$ cat src/rtl/sample_averager_if.sv
// Valid/ready bundle between an SPI read-word source and the sample averager.
// The averager takes the slave side, the word source and result sink take the master side.
interface sample_averager_if #(
  parameter int unsigned DATA_WIDTH = 12
);
  logic                  in_valid_i;
  logic                  in_ready_o;
  logic [31:0]           in_data_i;
  logic                  out_valid_o;
  logic                  out_ready_i;
  logic [DATA_WIDTH-1:0] out_ch0_o;
  logic [DATA_WIDTH-1:0] out_ch1_o;

  modport slave (
    input  in_valid_i,
    input  in_data_i,
    input  out_ready_i,
    output in_ready_o,
    output out_valid_o,
    output out_ch0_o,
    output out_ch1_o
  );

  modport master (
    output in_valid_i,
    output in_data_i,
    output out_ready_i,
    input  in_ready_o,
    input  out_valid_o,
    input  out_ch0_o,
    input  out_ch1_o
  );
endinterface

$ cat src/rtl/sample_averager.sv
// Two-channel sample averager: sums 2^LOG2_N SPI read words per channel and presents the
// round-half-up mean pair, holding it until the downstream side takes it.
module sample_averager #(
  parameter int unsigned DATA_WIDTH = 12, // at most 15 so both channels fit a 16-bit half-word
  parameter int unsigned LOG2_N     = 4   // 0..8
) (
  input logic              clk_i,
  input logic              rst_n_i,
  sample_averager_if.slave bus
);

  localparam int unsigned AccWidth   = DATA_WIDTH + LOG2_N;
  localparam int unsigned CntWidth   = LOG2_N + 1;
  localparam int unsigned NumSamples = 1 << LOG2_N;

  // Half an LSB of the result; shifting N right by one gives 0 when N is 1.
  localparam logic [AccWidth:0]     Round   = (AccWidth + 1)'(NumSamples >> 1);
  localparam logic [CntWidth-1:0]   LastCnt = CntWidth'(NumSamples - 1);
  localparam logic [DATA_WIDTH-1:0] MaxVal  = '1;

  typedef enum logic [0:0] {
    StAccum,
    StHold
  } state_e;

  state_e                state_q;
  logic [AccWidth-1:0]   acc0_q;
  logic [AccWidth-1:0]   acc1_q;
  logic [CntWidth-1:0]   cnt_q;
  logic [DATA_WIDTH-1:0] ch0_q;
  logic [DATA_WIDTH-1:0] ch1_q;

  logic [DATA_WIDTH-1:0] samp0;
  logic [DATA_WIDTH-1:0] samp1;
  logic [AccWidth-1:0]   sum0;
  logic [AccWidth-1:0]   sum1;
  logic [DATA_WIDTH-1:0] avg0;
  logic [DATA_WIDTH-1:0] avg1;
  logic                  in_xfer;
  logic                  out_xfer;
  logic                  last_sample;

  // Each converter drives a leading tri-state bit, so its field starts one bit up.
  assign samp0 = bus.in_data_i[DATA_WIDTH:1];
  assign samp1 = bus.in_data_i[16+DATA_WIDTH:17];

  logic unused_bits;
  if (DATA_WIDTH < 15) begin : gen_unused_wide
    assign unused_bits = ^{bus.in_data_i[31:17+DATA_WIDTH], bus.in_data_i[16:DATA_WIDTH+1],
                           bus.in_data_i[0]};
  end else begin : gen_unused_narrow
    assign unused_bits = ^{bus.in_data_i[16], bus.in_data_i[0]};
  end

  // N full-scale samples fit the accumulator exactly, so the running sum cannot wrap.
  assign sum0 = acc0_q + AccWidth'(samp0);
  assign sum1 = acc1_q + AccWidth'(samp1);

  function automatic logic [DATA_WIDTH-1:0] round_mean(input logic [AccWidth-1:0] sum);
    logic [AccWidth:0] rounded;
    logic [AccWidth:0] shifted;
    rounded = {1'b0, sum} + Round;
    shifted = rounded >> LOG2_N;
    if (shifted > (AccWidth + 1)'(MaxVal)) begin
      return MaxVal;
    end
    return shifted[DATA_WIDTH-1:0];
  endfunction

  assign avg0 = round_mean(sum0);
  assign avg1 = round_mean(sum1);

  assign in_xfer     = bus.in_valid_i && (state_q == StAccum);
  assign out_xfer    = bus.out_ready_i && (state_q == StHold);
  assign last_sample = (cnt_q == LastCnt);

  always_ff @(posedge clk_i or negedge rst_n_i) begin
    if (!rst_n_i) begin
      state_q <= StAccum;
      acc0_q  <= '0;
      acc1_q  <= '0;
      cnt_q   <= '0;
      ch0_q   <= '0;
      ch1_q   <= '0;
    end else begin
      case (state_q)
        StAccum: begin
          if (in_xfer) begin
            acc0_q <= sum0;
            acc1_q <= sum1;
            cnt_q  <= cnt_q + CntWidth'(1);
            if (last_sample) begin
              ch0_q   <= avg0;
              ch1_q   <= avg1;
              state_q <= StHold;
            end
          end
        end
        StHold: begin
          // Input words are refused here; only the downstream take releases the pair.
          if (out_xfer) begin
            acc0_q  <= '0;
            acc1_q  <= '0;
            cnt_q   <= '0;
            state_q <= StAccum;
          end
        end
        default: begin
          state_q <= StAccum;
        end
      endcase
    end
  end

  assign bus.in_ready_o  = (state_q == StAccum);
  assign bus.out_valid_o = (state_q == StHold);
  assign bus.out_ch0_o   = ch0_q;
  assign bus.out_ch1_o   = ch1_q;

endmodule

$ cat src/flat_wrapper.sv
// flat-port wrapper written by rule: the top's interface ports become plain ports
module sample_averager_flat 
#(
  parameter int unsigned DATA_WIDTH = 12,                                                      
  parameter int unsigned LOG2_N     = 4          
)
  (clk_i, rst_n_i, bus_in_valid_i, bus_in_data_i, bus_out_ready_i, bus_in_ready_o, bus_out_valid_o, bus_out_ch0_o, bus_out_ch1_o);
  sample_averager_if #(.DATA_WIDTH(DATA_WIDTH)) bus_i ();
  input logic clk_i;
  input logic rst_n_i;
  input wire logic [$bits(bus_i.in_valid_i)-1:0] bus_in_valid_i;
  input wire logic [$bits(bus_i.in_data_i)-1:0] bus_in_data_i;
  input wire logic [$bits(bus_i.out_ready_i)-1:0] bus_out_ready_i;
  output wire logic [$bits(bus_i.in_ready_o)-1:0] bus_in_ready_o;
  output wire logic [$bits(bus_i.out_valid_o)-1:0] bus_out_valid_o;
  output wire logic [$bits(bus_i.out_ch0_o)-1:0] bus_out_ch0_o;
  output wire logic [$bits(bus_i.out_ch1_o)-1:0] bus_out_ch1_o;
  assign bus_i.in_valid_i = bus_in_valid_i;
  assign bus_i.in_data_i = bus_in_data_i;
  assign bus_i.out_ready_i = bus_out_ready_i;
  assign bus_in_ready_o = bus_i.in_ready_o;
  assign bus_out_valid_o = bus_i.out_valid_o;
  assign bus_out_ch0_o = bus_i.out_ch0_o;
  assign bus_out_ch1_o = bus_i.out_ch1_o;
  sample_averager #(.DATA_WIDTH(DATA_WIDTH), .LOG2_N(LOG2_N)) u_core (.clk_i(clk_i), .rst_n_i(rst_n_i), .bus(bus_i));
endmodule
$ cat config.mk
export PLATFORM = sky130hd
export DESIGN_NAME = sample_averager_flat
export DESIGN_NICKNAME = d
export VERILOG_FILES = /design/src/rtl/sample_averager_if.sv /design/src/rtl/sample_averager.sv /design/src/flat_wrapper.sv
export SDC_FILE = /design/constraint.sdc
export NUM_CORES = 1
export LEC_CHECK = 0
export BUFFER_PORTS_ARGS = -buffer_cell sky130_fd_sc_hd__buf_4
export CAP_MARGIN = 20
export CELL_PAD_IN_SITES_DETAIL_PLACEMENT = 1
export CELL_PAD_IN_SITES_GLOBAL_PLACEMENT = 1
export CORE_MARGIN = 2
export CORE_UTILIZATION = 48
export DETAILED_ROUTE_END_ITERATION = 12
export GPL_TIMING_DRIVEN = 0
export PLACE_DENSITY_LB_ADDON = 0.2
export SKIP_LAST_GASP = 1
export SYNTH_ARGS = -nofsm -noshare
export SYNTH_HDL_FRONTEND = slang
export SYNTH_SLANG_ARGS = --single-unit
export TNS_END_PERCENT = 20
$ cat constraint.sdc
create_clock -name clk_i -period 6.67 [get_ports clk_i]
set_input_delay 1.0005 -clock clk_i [delete_from_list [all_inputs] [get_ports clk_i]]
set_output_delay 1.0005 -clock clk_i [all_outputs]
set_load 0.01 [all_outputs]
==> reports/qor.yml, run 1 <==
tritoncts: "built"
fin_worst_skew_ns: 0.00819
regToRegEndpoint: "u_core.bus.out_ch1_o[11]"
ys_seq_elements: 62
synth_edf_count: 0
gp_congestion: 0.819
cp_max_fo: 4
yosysWarningCount: 0
root_buffer: "clkbuf_8"
fillers: 1107
irDropWorstVdd_mv: 0.203
synth_ff_type: "dfrtp_1"
min_path_type: "flip-flop to flip-flop"
clkSinkCount: 62
grt_max_degree: 63
syn_area_per_cell_sq_um: 9.20
rows: 35
synth_top_area_share_pct: 34.8
fp.dieH_um: 100
finalCritPeriodShare_pct: 56.1
critPathLaunch: "bus_in_data_i[17]"
hp-start: "u_core.acc1_q[2]"
vias: 4075
insertedDiodeCount: 0
grt_overflow: 0
grt_pass1_wl_um: 21100
first_pass_iters: 4
crit_end: "u_core.bus.out_ch1_o[11]"
final_nets: 615
start_util_pct: 49.0
hold_buffers: 0
synth_common_cells: "dfrtp_1 (62), nand2_1 (44), nor2_1 (36)"
critPathCaptureType: "flip-flop"
antenna_left: 0
leakagePower_nw: 2.36
r2r_slack_ns: 3.29
maxCapViolations: 0
syn_inst: 485
drive_above_1_share_pct: 18.1
post_drt_wl_per_cell_um: 19.4
finalSetupTns_ns: 0
dpl.cell_count: 649
finalSetupViolCount: 0
worst_r2r_path_depth: 13
worst_pin_slew_ns: 0.809
hpwl_um: 9550
final_cells: 664
outcome: "completed"
core_sq_um: 9110
worstPathRequired_ns: 6.92
num_io_pins: 62
cts_max_level: 3
cts_buffers: 9
insertion_delay_ns: 0.34
routed_wl_um: 12900
yosysMostFrequentCell: "dfrtp_1"
clkTransAtPathRegs_ns: 0.07
antenna_found_initial: 0
track_usage_pct: 26.7
synth_area_sq_um: 4460
drt_iter0_drc: 174
hold_viol: 0
fin_crit_ns: 3.74
crit_type: "primary input to flip-flop"
synthArstFlopShare_pct: 100
area_growth_pct: 17.0
ys_seq_area_share_pct: 34.8
arrival_ns: 3.99
ys_types: 71
vias_per_cell: 6.14
ys_top_cells_by_area: "dfrtp_1 (35%), ha_1 (7.8%), a22o_1 (3.9%), xnor2_1 (3.9%), nand2_1 (3.7%)"
clk_path_buf_depth: 2
rsz0062_at_grt: "no"
slew_headroom_pct: 46.1
start_kind: "primary input"
die_w_um: 100
grt_pass1_vias: 4195
post_cts_resized: 0
r2r-start: "u_core.acc1_q[0]"
drv_slew: 0
powerDensity_nw_per_um2: 537
syn_nets: 551
dieArea_sq_um: 10100
postCtsSetupBuffers: 0
drc: 0
io_buffers: 53
yosysTopAreaCell: "dfrtp_1"
max_clock_freq_mhz: 267
## placed cells by master (no fill, tap or decap), types with 16 or more instances in the layout
cell      count
o21ai_0      24
ha_1         28
a21oi_1      18
clkbuf_1     16
a22o_1       20
xnor2_1      20
nand3_1      16
nand2_1      44
dfrtp_1      62
buf_4        53
xor2_1       16
a31oi_1      24
nor2_1       36
## how the worst min path moves through the flow
stage | endpoint | slack [ns] | depth (start not counted)
after CTS | u_core.acc1_q[2] | 0.50 | 2
final | u_core.acc1_q[2] | 0.50 | 2
after detailed placement | u_core.acc1_q[2] | 0.49 | 2
after floorplan | u_core.cnt_q[4] | 0.45 | 2
after global routing | u_core.acc0_q[11] | 0.53 | 1
after global placement | u_core.acc1_q[7] | 0.47 | 2
## layout make-up
class	instances	area, sq um	area share, %
Clock inverter	4	70.1	1.34
Buffer	21	91.3	1.75
Inverter	15	56.3	1.08
Clock buffer	11	151	2.90
Tap cell	111	139	2.66
Timing Repair Buffer	53	398	7.62
Multi-Input combinational cell	387	2760	52.9
Sequential cell	62	1550	29.7
## metal layers
layer  routed length [um]  up-vias  track usage (%)  share of wire [%]
met4                  274        0             8.96                2.1
met2                 6540       85             47.1                 51
met5                    0        -                0                  0
met1                 5590     2026             33.7                 43
met3                  470       26             3.41                3.7
li1                     -     1938                -                  -
## kinds of logic after synthesis
family | Yosys count | share of synthesized area [%]
AOI/OAI and AO/OA | 155 | 25.6
xor gates and xnor gates | 36 | 7.06
adders and majority gates | 30 | 8.75
buffers and inverters | 36 | 3.31
DFF | 62 | 34.8
muxes | 2 | 0.449
and+or+nand+nor | 164 | 20.0
## flip-flops by register name, indices dropped and copies added, names as in the netlist
signal                  cells
u_core.bus.out_ch0_o       12
u_core.acc0_q              16
u_core.bus.out_ch1_o       12
u_core.acc1_q              16
u_core.bus.out_valid_o      1
u_core.cnt_q                5
## per-stage QoR
| stage | hold slack (ns) | area, sq um | util [%] | power [mW] | setup slack, ns |
|---|---|---|---|---|---|
| floorplan | 0.450 | 4460 | - | 1.92 | 3.06 |
| global placement | 0.468 | 5000 | 54.9 | 2.31 | 2.72 |
| detailed placement | 0.485 | 5000 | 54.9 | 2.40 | 2.63 |
| CTS | 0.502 | 5220 | 57.3 | 2.81 | 2.95 |
| global route | 0.533 | 5220 | 57.3 | 3.04 | 2.73 |
| finish | 0.497 | 5220 | 57.3 | 2.81 | 2.93 |
## worst max-delay path, stage by stage
cell,delay [ns]
buf_4,0.08
ha_1,0.15
inv_1,0.05
fa_1,0.43
nor2b_4,0.16
o21a_1,0.13
nor2_1,0.06
xnor2_1,0.33
ha_1,0.27
nand3_1,0.11
a2111o_1,0.49
nor4_4,0.37
a21boi_1,0.13
o31ai_2,0.22
## report_power, final
part           switching [mW]  total, mW  internal [mW]
clock network           0.153      0.380          0.228
registers               0.145      0.696          0.552
logic                    1.01       1.73          0.717
Power figures use the tool's default switching activity.
==> run 2, diff against run 1 <==
CORE_UTILIZATION = 40   (was 48)
clock period = 3 ns   (was 6.67 ns; I/O delays follow)
==> run 2 against run 1 <==
Compared with the run above: clock-buffer cell count unchanged; sequential share of layout area decreased by 0.78 points; register-to-register slack got worse by 3.2 ns; via count decreased by 3.0%; sequential cell count unchanged; worst hold slack got worse by 0.31 ns; worst setup slack got worse by 2.8 ns; clock skew decreased by 0.0024 ns; core utilization decreased by 7.9 points; clock power increased by 69%; largest power group unchanged; highest routed layer unchanged.
==> reports/qor.yml, run 2 (synthesis results as in run 1) <==
regToRegEndpoint: "u_core.bus.out_ch1_o[8]"
die_w_um: 110  # +9.2%
cp_max_fo: 9  # +5
antenna_found_initial: 0  # unchanged
r2r-start: "u_core.acc1_q[10]"
clkSinkCount: 62  # unchanged
io_buffers: 53  # unchanged
grt_pass1_vias: 4022  # -4.1%
outcome: "completed"
routed_wl_um: 12500  # -3.0%
fillers: 1309  # +18%
cts_max_level: 3  # unchanged
worst_pin_slew_ns: 0.797  # -0.0115 ns
dieArea_sq_um: 12000  # +19%
hpwl_um: 9430  # -1.3%
fin_ws_ns: 0.104  # -2.83 ns
dpl.cell_count: 678  # +4.5%
insertedDiodeCount: 0  # unchanged
finalSetupViolCount: 0  # unchanged
vias: 3951  # -3.0%
tritoncts: "built"
clkTransAtPathRegs_ns: 0.07  # about the same
core_sq_um: 10800  # +19%
drv_slew: 0  # unchanged
arrival_ns: 3.11  # -0.88 ns
drive_above_1_share_pct: 23.2  # +5.1 points
powerDensity_nw_per_um2: 1160  # +120%
antenna_left: 0  # unchanged
grt_max_degree: 63  # unchanged
r2r_slack_ns: 0.10  # -3.19 ns
slowest_stage: "a211oi_2"
final_nets: 622  # +1.1%
vias_per_cell: 5.64  # -8.2%
worstPathRequired_ns: 3.21  # -3.71 ns
largest_registers: "u_core.acc0_q x16, u_core.acc1_q x16"
place_ws_ns: -0.350  # -2.98 ns
area_growth_pct: 20.2
min_path_type: "primary input to asynchronous set/reset pin"
worst_r2r_path_depth: 9  # -4
crit_chain: "ha_1, clkbuf_1, a21o_1, a21oi_1, o211ai_1, a211oi_2, nor3b_2, nor4b_1, o31ai_1"
fin_crit_ns: 2.90
fin_worst_skew_ns: 0.00577  # -0.00242 ns
leakagePower_nw: 2.40  # +1.7%
track_usage_pct: 21.7  # -5.0 points
drt_iter0_drc: 167  # -4.0%
clk_path_buf_depth: 2  # unchanged
layout_common_cells: "dfrtp_1 (62), buf_4 (60), nand2_1 (44), nor2_1 (35)"
fp.dieH_um: 110  # +9.2%
slew_headroom_pct: 46.9  # +0.77 points
final_cells: 701  # +5.6%
gp_congestion: 0.807  # -1.4%
finalCritPeriodShare_pct: 96.5
start_kind: "flip-flop"
root_buffer: "clkbuf_8"
crit_type: "flip-flop to flip-flop"
start_util_pct: 41.2  # -7.8 points
num_io_pins: 62  # unchanged
final_common_cell: "dfrtp_1"
cts_buffers: 9  # unchanged
grt_overflow: 0  # unchanged
finalSetupTns_ns: 0  # unchanged
first_pass_iters: 4  # unchanged
grt_pass1_wl_um: 20000  # -5.1%
max_clock_freq_mhz: 345
rsz0062_at_grt: "yes"
maxCapViolations: 0  # unchanged
rows: 38  # +8.6%
irDropWorstVdd_mv: 0.479  # +140%
slowest_delay_ns: 0.50  # about the same
critPathCaptureType: "flip-flop"
insertion_delay_ns: 0.35  # about the same
hold_viol: 0  # unchanged
drc: 0  # unchanged
post_drt_wl_per_cell_um: 17.8  # -8.1%
run 2: what timing repair did:
action	CTS	global route
cloned	0	0
buffers inserted	0	7
hold buffers	0	0
endpoints found under the setup margin	15	23
pin swaps	0	3
gates resized for setup	3	22
run 2: how the worst max path moves through the flow:
stage                                 start                       end  cells past startpoint
after global placement    bus_in_data_i[17]  u_core.bus.out_ch1_o[11]                     14
after detailed placement  bus_in_data_i[17]  u_core.bus.out_ch1_o[11]                     14
after global routing      u_core.acc1_q[10]  u_core.bus.out_ch1_o[10]                      9
after CTS                  u_core.acc0_q[0]  u_core.bus.out_ch0_o[11]                     13
final                     u_core.acc1_q[10]   u_core.bus.out_ch1_o[8]                      9
after floorplan           bus_in_data_i[17]  u_core.bus.out_ch1_o[11]                     13
run 2: layer usage:
| layer | vias up | routed length [um] | GRT usage, % |
|---|---|---|---|
| li1 | 1939 | - | - |
| met1 | 1951 | 5610 | 27.4 |
| met2 | 51 | 6380 | 38.8 |
| met3 | 10 | 382 | 3.20 |
| met4 | 0 | 123 | 5.33 |
| met5 | - | 0 | 0 |
run 2: cell type report:
class	instances	area, sq um	share of cell area [%]
Timing Repair Buffer	60	450	8.40
Inverter	15	56.3	1.05
Multi-Input combinational cell	387	2870	53.5
Sequential cell	62	1550	28.9
Clock inverter	5	25.0	0.467
Buffer	21	91.3	1.70
Clock buffer	11	141	2.64
Tap cell	140	175	3.27
run 2: critical path: cells and delay by family, from the launching register on:
kind	cells	cell delay, ns
AOI/OAI and AO/OA	5	1.39
adders and majority gates	1	0.27
buffers and inverters	1	0.19
DFF	1	0.40
and+or+nand+nor	2	0.52
run 2: power by group:
| part | leakage [nW] | switching, mW | total (mW) | internal, mW |
|---|---|---|---|---|
| combinational | 1.53 | 2.28 | 4.02 | 1.74 |
| sequential | 0.776 | 0.329 | 1.56 | 1.23 |
| clock | 0.0926 | 0.328 | 0.643 | 0.315 |
| total | 2.40 | 2.94 | 6.22 | 3.28 |
run 2: per-stage QoR:
stage | utilization (%) | total power [mW] | instance area, sq um | hold WS (ns)
after floorplan | - | 4.26 | 4470 | 0.154
after global placement | 46.5 | 5.18 | 5040 | 0.462
after detailed placement | 46.5 | 5.33 | 5040 | 0.482
after CTS | 48.2 | 6.05 | 5230 | 0.204
after global routing | 49.5 | 6.76 | 5360 | 0.230
final | 49.5 | 6.22 | 5360 | 0.183
==> run 3, diff against run 2 <==
CORE_UTILIZATION = 45   (was 40)
clock period = 3.05 ns   (was 3 ns; I/O delays follow)
==> run 3 against run 2 <==
Compared with the run above: critical path depth rose by 4; sequential cell count unchanged; non-clock buffer count fell by 4; sequential power is essentially flat; core utilization grew 5.6 points; wire length rose by 3.7%; critical path type unchanged; largest power group unchanged.
==> reports/qor.yml, run 3 (synthesis results as in run 1) <==
min_path_type: "primary input to asynchronous set/reset pin"
crit_family: "adder cells"
area_growth_pct: 19.5
irDropWorstVdd_mv: 0.491  # +2.6%
cp_max_fo: 3  # -6
vias_per_cell: 5.88  # +4.3%
crit_chain: "ha_1, inv_1, fa_1, nor2b_4, o21a_1, nor2_1, xnor2_2, ha_2, nand3_1, a2111o_1, nor4_4, xor2_1, a31oi_1"
place_area_sq_um: 5030  # -0.17%
grt_overflow: 0  # unchanged
r2r-start: "u_core.acc1_q[0]"
routed_wl_um: 12900  # +3.7%
max_clock_freq_mhz: 334  # -3.3%
hpwl_um: 9550  # +1.3%
drv_slew: 0  # unchanged
tritoncts: "built"
fillers: 1134  # -13%
clkSinkCount: 62  # unchanged
critical_path_buf_inv_count: 1  # unchanged
die_w_um: 104  # -5.5%
grt_pass1_vias: 4402  # +9.4%
critPathCaptureType: "flip-flop"
slowest_stage: "fa_1"
rows: 36  # -5.3%
largest_registers: "u_core.acc0_q x16, u_core.acc1_q x16"
cts_max_level: 3  # unchanged
gp_congestion: 0.870  # +7.8%
worst_r2r_path_depth: 13  # +4
finalCritPeriodShare_pct: 98.2  # +1.6 points
antenna_left: 0  # unchanged
start_kind: "flip-flop"
clk_path_buf_depth: 2  # unchanged
maxCapViolations: 0  # unchanged
num_io_pins: 62  # unchanged
drc: 0  # unchanged
r2r_slack_ns: 0.06  # -0.05 ns
layout_common_cells: "dfrtp_1 (62), buf_4 (56), nand2_1 (44), nor2_1 (36), ha_1 (26)"
vias: 4057  # +2.7%
core_sq_um: 9680  # -11%
rsz0062_at_grt: "yes"
cts_buffers: 9  # unchanged
arrival_ns: 3.20  # +0.09 ns
track_usage_pct: 25.4  # +3.7 points
critPathLaunch: "u_core.acc1_q[0]"
clkTransAtPathRegs_ns: 0.07  # about the same
fin_worst_skew_ns: 0.00879  # +0.00302 ns
start_util_pct: 46.1  # +4.9 points
insertedDiodeCount: 0  # unchanged
final_common_cell: "dfrtp_1"
finalSetupViolCount: 0  # unchanged
drive_above_1_share_pct: 21.0  # -2.2 points
root_buffer: "clkbuf_8"
hold_slack_ns: 0.189  # +0.00543 ns
slowest_delay_ns: 0.43  # -0.07 ns
grt_pass1_wl_um: 22000  # +10%
dieArea_sq_um: 10700  # -11%
worstPathRequired_ns: 3.25  # +0.04 ns
slew_headroom_pct: 45.2  # -1.6 points
regToRegEndpoint: "u_core.bus.out_ch1_o[9]"
outcome: "completed"
worst_pin_slew_ns: 0.822  # +0.0246 ns
insertion_delay_ns: 0.35  # about the same
grt_max_degree: 63  # unchanged
hold_viol: 0  # unchanged
post_drt_wl_per_cell_um: 18.8  # +5.3%
fin_area_sq_um: 5330  # -0.54%
fin_crit_ns: 2.99  # +0.0985 ns
fp.dieH_um: 104  # -5.5%
crit_type: "flip-flop to flip-flop"
powerDensity_nw_per_um2: 1170  # +0.97%
leakagePower_nw: 2.40  # -0.27%
first_pass_iters: 4  # unchanged
drt_iter0_drc: 116  # -31%
antenna_found_initial: 0  # unchanged
final_nets: 618  # -0.64%
io_buffers: 53  # unchanged
-- run 3: worst max-delay path by stage --
stage                               endpoint  slack (ns)  cells past startpoint
global placement     u_core.bus.out_ch1_o[9]       -0.35                     14
detailed placement  u_core.bus.out_ch1_o[11]       -0.39                     14
floorplan           u_core.bus.out_ch1_o[11]        0.01                     13
finish               u_core.bus.out_ch1_o[9]        0.06                     13
CTS                 u_core.bus.out_ch0_o[11]        0.02                     13
global route         u_core.bus.out_ch1_o[9]        -0.1                     13
-- run 3: timing repair --
| item | CTS | global route |
|---|---|---|
| hold buffers | 0 | 0 |
| setup endpoints to repair | 13 | 23 |
| pin swaps | 4 | 1 |
| buffers inserted | 3 | 0 |
| resized for setup | 7 | 10 |
-- run 3: area by class of cell --
type | instances | area (sq um) | share of cell area [%]
multi-input combinational | 387 | 2850 | 53.4
sequential | 62 | 1550 | 29.1
timing repair buffer | 56 | 420 | 7.88
tap | 133 | 166 | 3.12
clock buffer | 12 | 155 | 2.91
buffer | 21 | 91.3 | 1.71
inverter | 15 | 56.3 | 1.06
clock inverter | 4 | 45.0 | 0.844
-- run 3: routing by layer --
layer,vias to the layer above,routed length [um],track usage (%)
met5,-,0,0
met4,0,316,11.0
met3,22,421,4.09
met2,83,6660,44.8
met1,2022,5550,30.6
li1,1930,-,-
-- run 3: power by group --
part	switching [mW]	internal (mW)
logic	2.27	1.69
clock network	0.336	0.418
registers	0.324	1.21
-- run 3: through the flow --
stage | setup TNS [ns] | util, % | total power [mW] | setup slack [ns] | cells
after floorplan | 0 | - | 4.19 | 0.0113 | 485
after global placement | -2.91 | 51.9 | 5.07 | -0.353 | 671
after detailed placement | -4.35 | 51.9 | 5.26 | -0.391 | 671
after CTS | 0 | 54.5 | 6.16 | 0.0235 | 690
after global routing | -0.959 | 55.1 | 6.77 | -0.0966 | 690
final | 0 | 55.1 | 6.24 | 0.0557 | 690
